### src/rtl/seg7_scan_driver.sv
// Time-multiplexed, double-buffered hex driver for a multi-digit 7-segment display.
// Optional leading-zero blanking is enabled by defining SEG7_LZB_EN.
module seg7_scan_driver #(
   parameter int DIGITS       = 4,
   parameter int SCAN_DIV     = 1000,
   parameter int BLANK_CYCLES = 2,
   parameter int ACTIVE_LOW   = 0
) (
   input  logic                  clk_i,
   input  logic                  rst_n_i,
   input  logic [4*DIGITS-1:0]   value_i,
   input  logic [DIGITS-1:0]     dp_in_i,
   input  logic                  load_i,
   output logic [6:0]            segments_o,
   output logic                  dp_o,
   output logic [DIGITS-1:0]     digit_en_o,
   output logic                  frame_tick_o
);

   localparam int   CNT_W = $clog2(SCAN_DIV);
   localparam int   IDX_W = (DIGITS > 1) ? $clog2(DIGITS) : 1;
   localparam logic INV   = (ACTIVE_LOW != 0);

   typedef enum logic {ST_BLANK, ST_SHOW} state_e;

   state_e                state_q, state_d;
   logic [CNT_W-1:0]      cnt_q, cnt_d;
   logic [IDX_W-1:0]      idx_q, idx_d;
   logic [4*DIGITS-1:0]   shadow_val_q, shadow_val_d, active_val_q, active_val_d;
   logic [DIGITS-1:0]     shadow_dp_q, shadow_dp_d, active_dp_q, active_dp_d;
   logic                  pending_q, pending_d;
   logic                  tick_q, tick_d;
   logic [6:0]            seg_q, seg_d;
   logic                  dp_q, dp_d;
   logic [DIGITS-1:0]     en_q, en_d;
   logic                  slot_end, frame_end, lz_blank;
   logic [3:0]            nib;

   function automatic logic [6:0] glyph(input logic [3:0] n);
      case (n)
         4'h0: glyph = 7'h3F;  4'h1: glyph = 7'h06;  4'h2: glyph = 7'h5B;  4'h3: glyph = 7'h4F;
         4'h4: glyph = 7'h66;  4'h5: glyph = 7'h6D;  4'h6: glyph = 7'h7D;  4'h7: glyph = 7'h07;
         4'h8: glyph = 7'h7F;  4'h9: glyph = 7'h6F;  4'hA: glyph = 7'h77;  4'hB: glyph = 7'h7C;
         4'hC: glyph = 7'h39;  4'hD: glyph = 7'h5E;  4'hE: glyph = 7'h79;  default: glyph = 7'h71;
      endcase
   endfunction

`ifdef SEG7_LZB_EN
   // Digit idx is a leading zero when it and every higher nibble are zero; digit 0 always shows.
   always_comb begin
      lz_blank = (idx_q != '0);
      for (int j = 0; j < DIGITS; j++) begin
         if (j >= int'(idx_q) && active_val_q[4*j +: 4] != 4'h0) lz_blank = 1'b0;
      end
   end
`else
   assign lz_blank = 1'b0;
`endif

   assign slot_end  = (cnt_q == CNT_W'(SCAN_DIV - 1));
   assign frame_end = slot_end && (idx_q == IDX_W'(DIGITS - 1));
   assign nib       = active_val_q[4*idx_q +: 4];

   always_comb begin
      cnt_d        = cnt_q + CNT_W'(1);
      idx_d        = idx_q;
      shadow_val_d = shadow_val_q;
      shadow_dp_d  = shadow_dp_q;
      active_val_d = active_val_q;
      active_dp_d  = active_dp_q;
      pending_d    = pending_q;
      tick_d       = frame_end;
      seg_d        = 7'h00;
      dp_d         = 1'b0;
      en_d         = '0;

      if (slot_end) begin
         cnt_d = '0;
         idx_d = (idx_q == IDX_W'(DIGITS - 1)) ? '0 : idx_q + IDX_W'(1);
      end
      state_d = (cnt_d < CNT_W'(BLANK_CYCLES)) ? ST_BLANK : ST_SHOW;

      // The boundary transfer sees the pre-edge shadow; a coincident load re-arms pending.
      if (frame_end && pending_q) begin
         active_val_d = shadow_val_q;
         active_dp_d  = shadow_dp_q;
         pending_d    = 1'b0;
      end
      if (load_i) begin
         shadow_val_d = value_i;
         shadow_dp_d  = dp_in_i;
         pending_d    = 1'b1;
      end

      if (state_q == ST_SHOW) begin
         if (lz_blank) begin
            if (active_dp_q[idx_q]) begin
               en_d[idx_q] = 1'b1;
               dp_d        = 1'b1;
            end
         end else begin
            en_d[idx_q] = 1'b1;
            seg_d       = glyph(nib);
            dp_d        = active_dp_q[idx_q];
         end
      end

      seg_d = seg_d ^ {7{INV}};
      dp_d  = dp_d ^ INV;
      en_d  = en_d ^ {DIGITS{INV}};
   end

   always_ff @(posedge clk_i or negedge rst_n_i) begin
      if (!rst_n_i) begin
         state_q      <= ST_BLANK;
         cnt_q        <= '0;
         idx_q        <= '0;
         shadow_val_q <= '0;
         shadow_dp_q  <= '0;
         active_val_q <= '0;
         active_dp_q  <= '0;
         pending_q    <= 1'b0;
         tick_q       <= 1'b0;
         seg_q        <= {7{INV}};
         dp_q         <= INV;
         en_q         <= {DIGITS{INV}};
      end else begin
         state_q      <= state_d;
         cnt_q        <= cnt_d;
         idx_q        <= idx_d;
         shadow_val_q <= shadow_val_d;
         shadow_dp_q  <= shadow_dp_d;
         active_val_q <= active_val_d;
         active_dp_q  <= active_dp_d;
         pending_q    <= pending_d;
         tick_q       <= tick_d;
         seg_q        <= seg_d;
         dp_q         <= dp_d;
         en_q         <= en_d;
      end
   end

   assign segments_o   = seg_q;
   assign dp_o         = dp_q;
   assign digit_en_o   = en_q;
   assign frame_tick_o = tick_q;

endmodule
### config.mk
export PLATFORM = sky130hd
export DESIGN_NAME = seg7_scan_driver
export DESIGN_NICKNAME = d
export VERILOG_FILES = /design/src/rtl/seg7_scan_driver.sv
export SDC_FILE = /design/constraint.sdc
export NUM_CORES = 1
export LEC_CHECK = 0
export CORE_MARGIN = 2
export CORE_UTILIZATION = 57
export CTS_CLUSTER_DIAMETER = 120
export DETAILED_ROUTE_END_ITERATION = 6
export HOLD_SLACK_MARGIN = 0.12
export PLACE_DENSITY = 0.82
export SKIP_LAST_GASP = 1
export SYNTH_ARGS = -nofsm -noshare
export SYNTH_HDL_FRONTEND = slang
export SYNTH_SLANG_ARGS = --single-unit
### constraint.sdc
create_clock -name clk_i -period 3.2 [get_ports clk_i]
set_input_delay 0.32 -clock clk_i [delete_from_list [all_inputs] [get_ports clk_i]]
set_output_delay 0.32 -clock clk_i [all_outputs]
set_load 0.05 [all_outputs]
== After elaboration in Yosys (flattened, before gate mapping) ==
Memory sizes are Yosys's and may differ from the RTL's.
Index checks and enable logic that the tools add are counted.

* Bits in read-only memories: 112
* Input port bits: 23
* Memories kept: 1
* Register bits: 67
* Logic and storage cells: 37

{| class="wikitable"
|+ Memory list
! memory !! words !! width !! rd ports !! clocked after Yosys merged registers in !! wr ports !! line !! text
|-
| (name not given) || 16 || 7 || 1 || 0 || 0 || 40 || <nowiki>case (n)</nowiki>
|}

* Equal/unequal tests: 2
* Order comparisons: 3
* Shift-type cells: 1
* Muxes and demuxes: 12
* Reduce and logical (&&, ||, !) cells: 4
* $add $sub $neg: 2

{| class="wikitable"
|+ Operators by type and width
! operator !! count
|-
| 16-bit by 5-bit variable part select with 4-bit output || 1
|-
| 10-bit by 1-bit adder with 10-bit output (second input constant) || 1
|-
| 10-bit equality test (second input constant) || 1
|-
| 10-bit by 2-bit < comparator with 1-bit output (second input constant) || 1
|-
| 10-bit 2-to-1 mux || 1
|-
| 7-bit 2-to-1 mux || 1
|-
| 1-bit 2-to-1 mux || 6
|-
| 4-bit 2-to-1 mux || 1
|-
| 1-bit logical AND || 3
|-
| 2-bit by 3-bit < comparator with 1-bit output (second input constant) || 1
|-
| 2-bit by 1-bit adder with 2-bit output (second input constant) || 1
|-
| 1-bit binary-select mux with 2-bit select || 1
|-
| 1-bit demux with 2-bit select || 1
|-
| 2-bit equality test (second input constant) || 1
|-
| 2-bit by 1-bit >= comparator with 1-bit output (second input constant) || 1
|-
| 2-bit 2-to-1 mux || 1
|-
| 2-bit nonzero test || 1
|}

== Logic depth before layout (Yosys ltp) ==
* Depth in word-level cells: 5
* Mapped depth: 9

== Worst setup path after synthesis ==
Ideal clock, no wire load.

* Path kind: register -> register
* Start point: reg cnt_q[0]
* End point: reg state_q
* Clock period less this slack: 2.027 ns
* Arrival time: 1.888 ns
* Slack: 1.173 ns
* Cell stages (with the launch flop): 7
* Required time: 3.061 ns
* Path through: dfrtp_1 -> ha_1 -> nand3_2 -> or4b_1 -> a21oi_1 -> nor3_1 -> or4_1

* Longest elaborated chain between the ends: 4

{| class="wikitable"
|+ RTL lines
! element !! line !! text
|-
| start: declaration || 27 || <nowiki>logic [CNT_W-1:0] cnt_q, cnt_d;</nowiki>
|-
| start signal: assignment || 129 || <nowiki>cnt_q <= cnt_d;</nowiki>
|-
| 10-bit by 1-bit adder with 10-bit output or 10-bit equality test (tied branches) || 65, 60 ||
|-
| 10-bit 2-to-1 mux (*) || 77 || <nowiki>if (slot_end) begin</nowiki>
|-
| via cnt_d[8] || 27 ||
|-
| 10-bit by 2-bit < comparator with 1-bit output (*) || 81 || <nowiki>state_d = (cnt_d < CNT_W'(BLANK_CYCLES)) ? ST_BLANK : ST_SHOW;</nowiki>
|-
| 1-bit 2-to-1 mux (*) || 81 ||
|-
| via state_d || 26 || <nowiki>state_e state_q, state_d;</nowiki>
|-
| end signal: assignment || 128 || <nowiki>state_q <= state_d;</nowiki>
|-
| end: declaration || 26 ||
|}

Mark *: on every way through the listed nets, which the timed path passes. The rest lies on a longest branch.
A chain may end at the register's enable or synchronous reset.

== Worst setup path in the final report ==
* Start point: reg idx_q[0]
* End point: reg seg_q[0], in the netlist segments_o[0]

* Longest elaborated chain between the ends: 3

{| class="wikitable"
|+ RTL lines
! element !! line !! text
|-
| start: declaration || 28 || <nowiki>logic [IDX_W-1:0] idx_q, idx_d;</nowiki>
|-
| start signal: assignment || 130 || <nowiki>idx_q <= idx_d;</nowiki>
|-
| 16-bit by 5-bit variable part select with 4-bit output || 62 || <nowiki>assign nib = active_val_q[4*idx_q +: 4];</nowiki>
|-
| memory 16 x 7 bit || n/a ||
|-
| 7-bit 2-to-1 mux || 95 || <nowiki>if (state_q == ST_SHOW) begin</nowiki>
|-
| via seg_d[0] || 33 || <nowiki>logic [6:0] seg_q, seg_d;</nowiki>
|-
| end signal: assignment || 124 || <nowiki>seg_q <= {7{INV}};</nowiki>
|-
| end signal: assignment || 137 || <nowiki>seg_q <= seg_d;</nowiki>
|-
| end: declaration || 33 ||
|}

The timed path passes the listed nets, and every way through them passes these cells.

==> results.json <==
{
  "status": "finished, final reports clean",
  "yosysWarnings": 0,
  "critPathCapture": "segments_o[0]$_DFF_PN0_",
  "period_needed_ns": 2.204,
  "vias": 1805,
  "dieWidth_um": 75.96,
  "insertion_delay_ns": 0.35,
  "gp_congestion": 0.8168,
  "rsz0062_at_grt": "no",
  "post-route-period-util": 0.6889,
  "drt_first_pass_iters": 4,
  "slew_violations": 0,
  "rr_endpoint": "segments_o[0]$_DFF_PN0_",
  "antenna_cells": 0,
  "finalHoldViolCount": 0,
  "placed_area_um2": 3361,
  "start_util": 0.5854,
  "p_leak_nw": 1.558,
  "hp-class": "in -> async",
  "synthTopCellsByArea": "dfrtp_1 57%, mux2_2 15%, ha_1 4.2%",
  "cts_tree": "yes",
  "r2r-start": "idx_q[0]$_DFFE_PN0N_",
  "syn_inst": 228,
  "wire_per_inst_um": 14.00,
  "p_comb_frac": 0.045,
  "relSlewSlack": 0.3743,
  "drcViolationCount": 0,
  "cp_max_fo": 9,
  "ff_latch_area_um2": 1677,
  "ant_nets": 0,
  "crit_path_start": "idx_q[0]$_DFFE_PN0N_",
  "pwr-share-seq": 0.525,
  "netSwitchingFraction": 0.2037,
  "ctsHtreeMaxLevel": 3,
  "dp_hpwl_um": 3340,
  "finalNetCount": 299,
  "antenna_found_initial": 0,
  "fp.dieH_um": 75.96,
  "final_cell_area_um2": 3567,
  "skew_ns": 0.007299,
  "grt_max_degree": 44,
  "grt_pass1_vias": 1814,
  "cts_buffer_depth": 2,
  "area_growth_pct": 20.86,
  "yosysMostFrequentCell": "dfrtp_1",
  "worstPathArrival_ns": 2.44,
  "drive_above_1_share": 0.2362,
  "synth-edff-count": 0,
  "start_kind": "register",
  "clock_power_share": 0.431,
  "ys.flop_type": "dfrtp_1",
  "cts_resized": 0,
  "post-cts-setup-buffers": 0,
  "synthesis.nets": 261,
  "critPathKind": "reg -> reg",
  "path_clk_slew_ns": 0.07,
  "setup_total_negative_slack_ns": 0,
  "netlist_area_um2": 2952,
  "fmax_mhz": 453.6,
  "grt.overflow.total": 0,
  "rr_worst_depth": 7,
  "ir_drop_v": 0.0003490,
  "ctsHoldBuffers": 0,
  "wl_um": 4773,
  "tightest_slew_ns": 0.9356,
  "cts-root-buf": "clkbuf_8",
  "die_area_um2": 5770,
  "avgSynthCellArea_um2": 12.95,
  "internal_power_mw": 1.343,
  "synth_cell_types": 36,
  "worst_setup_path_end_kind": "register",
  "drt_iter0_drc": 124,
  "fillers": 365,
  "cts.sink_count": 67,
  "powerDensity_nw_per_um2": 472.9,
  "finalSetupViolations": 0,
  "async_reset_ff_frac": 1.000,
  "grt_pass1_wl_um": 8604,
  "synth_common_cells": "67 x dfrtp_1, 40 x mux2_2, 14 x nor2_1, 13 x nand2_1, 10 x ha_1",
  "io_buffers": 35,
  "maxCapViolations": 0,
  "num_rows": 26,
  "required_ns": 3.44,
  "reg2reg_slack_ns": 1.0,
  "synth_area_leader_cell": "dfrtp_1",
  "synth-seq-cells": 67,
  "multiInputGateArea_um2": 1199,
  "grt_util_all_layers": 0.1921,
  "numCtsBuffers": 9,
  "synth_top_area_frac": 0.5680,
  "io_pins": 36,
  "switchingPower_uw": 343.6,
  "ys_seq_area_frac": 0.5680,
  "viasPerCell": 5.293,
  "core_um2": 5042
}
## worst max-delay path, cell delays in order (launching register included)
cell     delay [ns]
dfrtp_1        0.63
mux4_2         0.65
inv_1          0.13
ha_1           0.24
nor2b_1        0.20
nor3b_1        0.07
a21oi_1        0.13
nor2b_1        0.05
## sequential cells by signal, summed over array words and instances (netlist names)
register	flops
active_val_q	16
shadow_val_q	16
cnt_q	10
segments_o	7
active_dp_q	4
digit_en_o	4
shadow_dp_q	4
idx_q	2
dp_o	1
frame_tick_o	1
pending_q	1
state_q	1
## placed cells by master, fill, tap and decap left out, drive strengths merged, types with 2 or more instances in the layout
cell type	instances
clkbuf	15
mux4	5
o21ai	7
nor2b	4
nor2	14
dfrtp	67
mux2	40
inv	8
ha	10
nor3	3
clkdlybuf4s50	34
xnor2	4
nand2	13
buf	4
nand3	6
and3	2
xor2	3
a21oi	6
mux2i	3
and2	6
## layout make-up
type / count / share of cell area
flip-flops and latches: 67 / 0.4700
multi-input cells: 142 / 0.3360
repair buffers: 38 / 0.1031
clock buffers: 15 / 0.04946
well taps: 70 / 0.02455
clock inverters: 1 / 0.008418
inverters: 8 / 0.008418
## stage by stage
| stage | instances | util | total power, mW | hold slack, ns | setup slack, ns |
|---|---|---|---|---|---|
| final | 341 | 0.7074 | 1.687 | 0.1079 | 0.9956 |
| after global placement | 325 | 0.6665 | 0.9754 | 0.4436 | 1.012 |
| after floorplan | 228 | - | 0.9260 | 0.02441 | 1.173 |
| after detailed placement | 325 | 0.6665 | 0.9790 | 0.4617 | 0.9658 |
| after global routing | 341 | 0.7074 | 1.747 | 0.1940 | 0.7975 |
| after CTS | 341 | 0.7074 | 1.699 | 0.1499 | 0.9626 |
## per-layer routing
| layer | vias to the layer above | share of wire | GRT usage |
|---|---|---|---|
| met4 | 0 | 0.024 | 0.1200 |
| li1 | 874 | - | - |
| met1 | 883 | 0.47 | 0.2645 |
| met5 | - | 0 | 0 |
| met3 | 11 | 0.036 | 0.03571 |
| met2 | 37 | 0.47 | 0.2848 |
## logic make-up (layout without fill, tap and decap cells)
logic type | count (synthesis) | in the layout | share of synthesized area
AND/OR/NAND/NOR | 55 | 55 | 0.09411
adder cells (fa/ha/maj) | 10 | 10 | 0.04239
XOR/XNOR | 7 | 7 | 0.02077
buffers and inverters | 19 | 62 | 0.02586
flip-flops | 67 | 67 | 0.5680
AO/OA/AOI/OAI | 22 | 22 | 0.04791
multiplexers | 48 | 48 | 0.2009
## how the worst min path moves through the flow
stage / start / to / slack, ns / depth (start not counted)
after detailed placement: cnt_q[0]$_DFF_PN0_ / cnt_q[0]$_DFF_PN0_ / 0.46 / 1
after global placement: cnt_q[0]$_DFF_PN0_ / cnt_q[0]$_DFF_PN0_ / 0.44 / 1
final: rst_n_i / shadow_val_q[15]$_DFFE_PN0P_ / 0.11 / 1
after global routing: rst_n_i / shadow_val_q[15]$_DFFE_PN0P_ / 0.19 / 1
after floorplan: rst_n_i / active_dp_q[0]$_DFFE_PN0P_ / 0.02 / 0
after CTS: rst_n_i / shadow_val_q[7]$_DFFE_PN0P_ / 0.15 / 1
## power groups by stage
stage / Clock, mW / Sequential [mW] / Combinational [mW]
3_3_place_gp: 0 / 0.900 / 0.0755
6_report: 0.726 / 0.885 / 0.0751
5_1_grt: 0.774 / 0.889 / 0.0846
2_1_floorplan: 0 / 0.896 / 0.0303
4_1_cts: 0.735 / 0.885 / 0.0778
3_5_place_dp: 0 / 0.901 / 0.0776
(Power assumes the default switching activity.)
